`src/rtl/multi_bit_sync_filter.sv`:
```
// rtl/multi_bit_sync_filter.sv - per-bit CDC synchronizer with glitch filter and edge pulses
// Each channel is synchronized independently, then accepted only after holding a new level.
module multi_bit_sync_filter #(
    parameter int                   NUM_STAGES    = 2,
    parameter int                   BIT_WIDTH     = 4,
    parameter int                   FILTER_CYCLES = 4,
    parameter logic [BIT_WIDTH-1:0] RESET_VALUE   = '0
) (
    input  logic                 clkB,
    input  logic                 rstB,
    input  logic [BIT_WIDTH-1:0] dinA,
    output logic [BIT_WIDTH-1:0] doutB,
    output logic [BIT_WIDTH-1:0] riseB,
    output logic [BIT_WIDTH-1:0] fallB,
    output logic                 changeB
);

    localparam int CNT_W = $clog2(FILTER_CYCLES + 1);
    localparam logic [CNT_W-1:0] CNT_LAST = CNT_W'(FILTER_CYCLES - 1);

    generate
        if (NUM_STAGES < 2 || FILTER_CYCLES < 1 || BIT_WIDTH < 1) begin : gParamCheck
            $error("multi_bit_sync_filter: illegal parameter combination");
        end
    endgenerate

    logic [BIT_WIDTH-1:0] syncChain [NUM_STAGES];
    logic [CNT_W-1:0]     cnt       [BIT_WIDTH];
    logic [BIT_WIDTH-1:0] syncd;

    assign syncd = syncChain[NUM_STAGES-1];

    // Plain flop chain: nothing between stages so the tools see a clean synchronizer.
    always_ff @(posedge clkB) begin
        if (rstB) begin
            for (int s = 0; s < NUM_STAGES; s++) begin
                syncChain[s] <= RESET_VALUE;
            end
        end else begin
            syncChain[0] <= dinA;
            for (int s = 1; s < NUM_STAGES; s++) begin
                syncChain[s] <= syncChain[s-1];
            end
        end
    end

    always_ff @(posedge clkB) begin
        if (rstB) begin
            doutB <= RESET_VALUE;
            riseB <= '0;
            fallB <= '0;
            for (int i = 0; i < BIT_WIDTH; i++) begin
                cnt[i] <= '0;
            end
        end else begin
            for (int i = 0; i < BIT_WIDTH; i++) begin
                riseB[i] <= 1'b0;
                fallB[i] <= 1'b0;
                // Any return to the accepted level throws away the partial count.
                if (syncd[i] == doutB[i]) begin
                    cnt[i] <= '0;
                end else if (cnt[i] == CNT_LAST) begin
                    doutB[i] <= syncd[i];
                    cnt[i]   <= '0;
                    riseB[i] <= syncd[i];
                    fallB[i] <= ~syncd[i];
                end else begin
                    cnt[i] <= cnt[i] + CNT_W'(1);
                end
            end
        end
    end

    assign changeB = |(riseB | fallB);

endmodule

```
`config.mk`:
```
export PLATFORM = sky130hd
export DESIGN_NAME = multi_bit_sync_filter
export DESIGN_NICKNAME = d
export VERILOG_FILES = /design/src/rtl/multi_bit_sync_filter.sv
export SDC_FILE = /design/constraint.sdc
export NUM_CORES = 1
export LEC_CHECK = 0
export CAP_MARGIN = 20
export CORE_MARGIN = 4
export CORE_UTILIZATION = 40
export DETAILED_ROUTE_END_ITERATION = 6
export GPL_ROUTABILITY_DRIVEN = 0
export PLACE_DENSITY = 0.6
export SETUP_SLACK_MARGIN = 0.5
export SLEW_MARGIN = 25
export SYNTH_ARGS = -nofsm -noshare
export SYNTH_HDL_FRONTEND = slang
export SYNTH_SLANG_ARGS = --single-unit
```
`constraint.sdc`:
```
create_clock -name clkB -period 2.6 [get_ports clkB]
set_clock_uncertainty 0.2 [all_clocks]
set_input_delay 0.52 -clock clkB [delete_from_list [all_inputs] [get_ports clkB]]
set_output_delay 0.52 -clock clkB [all_outputs]
set_load 0.03 [all_outputs]
```
==> out/results.tsv <==
metric	value	unit
die area	0.00410	mm^2
layout cells sized above 1	0.157	
Worst-Skew Late Latency	0.32	ns
Async SR Flop Fraction	0	
crit-path cells	clkdlybuf4s50_1	
Antenna diodes	0	
Cell variety after synth	17	
Ys Warns	0	
startpoint type of the worst setup path	register	
CTS tree	built	
remaining global-route overflow	0	
MaxCap Viol Count	0	
Initial DRT Pass Iterations	2	
Reg2Reg Setup Slack	1.02	ns
CP max stage cell	clkdlybuf4s50_1	
Post-synth EDFFs	12	
setup TNS	0	ns
maximum net fanout on the critical path	2	
via count of the first global-routing pass	795	
Synth top area share	0.319	
Yosys reg bits	32	
Hold Crit Start	syncChain[0][2]	
critical path class	reg2out	
CP peak stage delay	0.67	ns
CTS Hold Bufs	0	
pin count of the biggest net entering global routing	17	
Final setup viols	0	
DR iter-0 viols	12	
WP data arrival	1.33	ns
WHS	0.247	ns
RSZ-0062 raised after global routing	no	
Post-synth top cells	dfxtp_1 (20), edfxtp_1 (12), nor4_1 (10)	
initial core utilization	0.415	
synthesized area	0.00126	mm^2
ys flop type	dfxtp_1	
Gate Count Post-Synth	91	
DR WL/cell	11.1	um
sequential-to-total area share from yosys stat	0.606	
Worst Path Required	1.88	ns
I/O pins	19	
clock-pin slew on the worst setup and hold paths	0.10	ns
Max Slew Vio Count	0	
Reg-to-Reg End	cnt[1][0]	
core area	0.00303	mm^2
crit path time final	2.05	ns
worst hold endpoint	syncChain[0][6]	
DP HPWL	1380	um
Crit. End Element	output pin	
DRC	0	
Hold Vio Cnt, Final	0	
Die Width	64.0	um
reg2reg start	cnt[1][0]	
Port Buffers	18	
global-route wire length before repair	3260	um
CP top delay family	buffers and inverters	
CTS Root Cell	clkbuf_4	
cts bufs inserted	5	
Leak	0.739	nW
Hold Path Class	reg2reg	
maximum clock frequency	489	MHz
cell taking the most area after synthesis	dfxtp_1	
status	completed	
FP Rows	20	
maximum buffer depth of the clock tree	2	
most common cell in the synthesized netlist	dfxtp_1	
via total after detailed routing	773	
total track usage	0.109	
initial antenna violation count	0	
final core utilization	0.534	
peak supply drop	550	uV
crit path buf inv count	1	
Post-CTS Setup Inserts	0	
number of cells on the critical path	1	
most area-consuming cells after synthesis	dfxtp_1 (32%), edfxtp_1 (29%), ha_1 (8.0%), and4bb_2 (5.0%), nor4_1 (5.0%)	
Worst Hold Depth	1	
die height	64.0	um
Final period util	0.787	
Worst Reg-to-Reg Cells	3	
DRT antenna net count	0	
H-Tree Depth	2	
syn avg cell area	13.8	um^2
Power Density	586	mW/mm^2
clock sinks	32	
vias per cell	4.52	
Final nets	140	
Crit. Startpoint	fallB[0]	
drt total wl	1900	um
Syn-to-layout area delta	28.8	%
[state kept, by name, summed over array words and instances, names as in the netlist]
name	flops
doutB	4
fallB	4
cnt	12
riseB	4
syncChain	8
[worst register-to-register path, stage by stage (launching register included)]
cell,delay (ns)
edfxtp_1,0.41
ha_1,0.21
ha_1,0.25
nor4_1,0.30
[layout make-up]
type | instances | area, um^2
Inverter | 4 | 15.0
Clock buffer | 6 | 41.3
Tap cell | 44 | 55.1
Sequential cell | 32 | 761
Clock inverter | 2 | 35.0
Fill cell | 268 | 1410
Timing Repair Buffer | 20 | 200
Multi-Input combinational cell | 63 | 510
[power by group]
group          internal (W)  switching [W]
sequential         0.000534     0.00000693
combinational     0.0000255      0.0000249
clock              0.000201       0.000155
[layer usage]
| metal | wire length, um | GRT usage | up-vias | share of wire |
|---|---|---|---|---|
| met4 | 60 | 0.0889 | 0 | 0.032 |
| li1 | - | - | 399 | - |
| met3 | 103 | 0.0404 | 6 | 0.054 |
| met1 | 814 | 0.108 | 349 | 0.43 |
| met5 | 0 | 0 | - | 0 |
| met2 | 918 | 0.181 | 19 | 0.48 |
[cell families (layout without fill, tap and decap cells)]
| kind of cell | after synthesis | count (layout) | share of synthesized area |
|---|---|---|---|
| mux | 4 | 4 | 0.0319 |
| other cells | 1 | 12 | 0.00299 |
| flops | 32 | 32 | 0.606 |
| simple gates | 35 | 35 | 0.226 |
| fa+ha+maj | 8 | 8 | 0.0797 |
| buf+inv | 7 | 32 | 0.0259 |
| xor+xnor | 4 | 4 | 0.0279 |
[repair_timing]
| action | in CTS | in global routing |
|---|---|---|
| setup endpoints to repair | 5 | 7 |
| endpoints found under the hold margin | 0 | 0 |
| resized for setup | 5 | 9 |
[stage by stage]
| stage | instance area, um^2 | std cells | worst slack, ns | total power, W |
|---|---|---|---|---|
| final | 1620 | 171 | 0.554 | 0.000948 |
| after global routing | 1620 | 171 | 0.505 | 0.000995 |
| after CTS | 1600 | 171 | 0.415 | 0.000964 |
| after detailed placement | 1530 | 163 | 0.546 | 0.000604 |
| after global placement | 1530 | 163 | 0.565 | 0.000602 |
| after floorplan | 1300 | 102 | 0.974 | 0.000586 |
[layout by cell type (no fill, tap or decap)]
cell             instances
nor2_1                   4
nor4_1                   9
dlymetal6s2s_1           6
and4bb_2                 5
clkbuf_4                 5
clkdlybuf4s50_1          7
edfxtp_1                12
bufinv_16                1
clkinv_2                 1
ha_1                     8
dlygate4sd2_1            4
xnor2_1                  4
conb_1                  12
inv_1                    4
nor2b_1                  8
nand2_1                  1
clkbuf_2                 1
clkbuf_1                 1
nor4_2                   1
mux2i_1                  4
buf_4                    2
dfxtp_1                 20
nor4b_2                  4
nor4bb_1                 3
[worst max path at each step]
stage,end,slack [ns]
floorplan,changeB,0.97
global placement,changeB,0.56
detailed placement,changeB,0.55
CTS,changeB,0.41
global route,fallB[0],0.51
finish,fallB[0],0.55
Note: power is estimated with default switching activity, not from simulation.
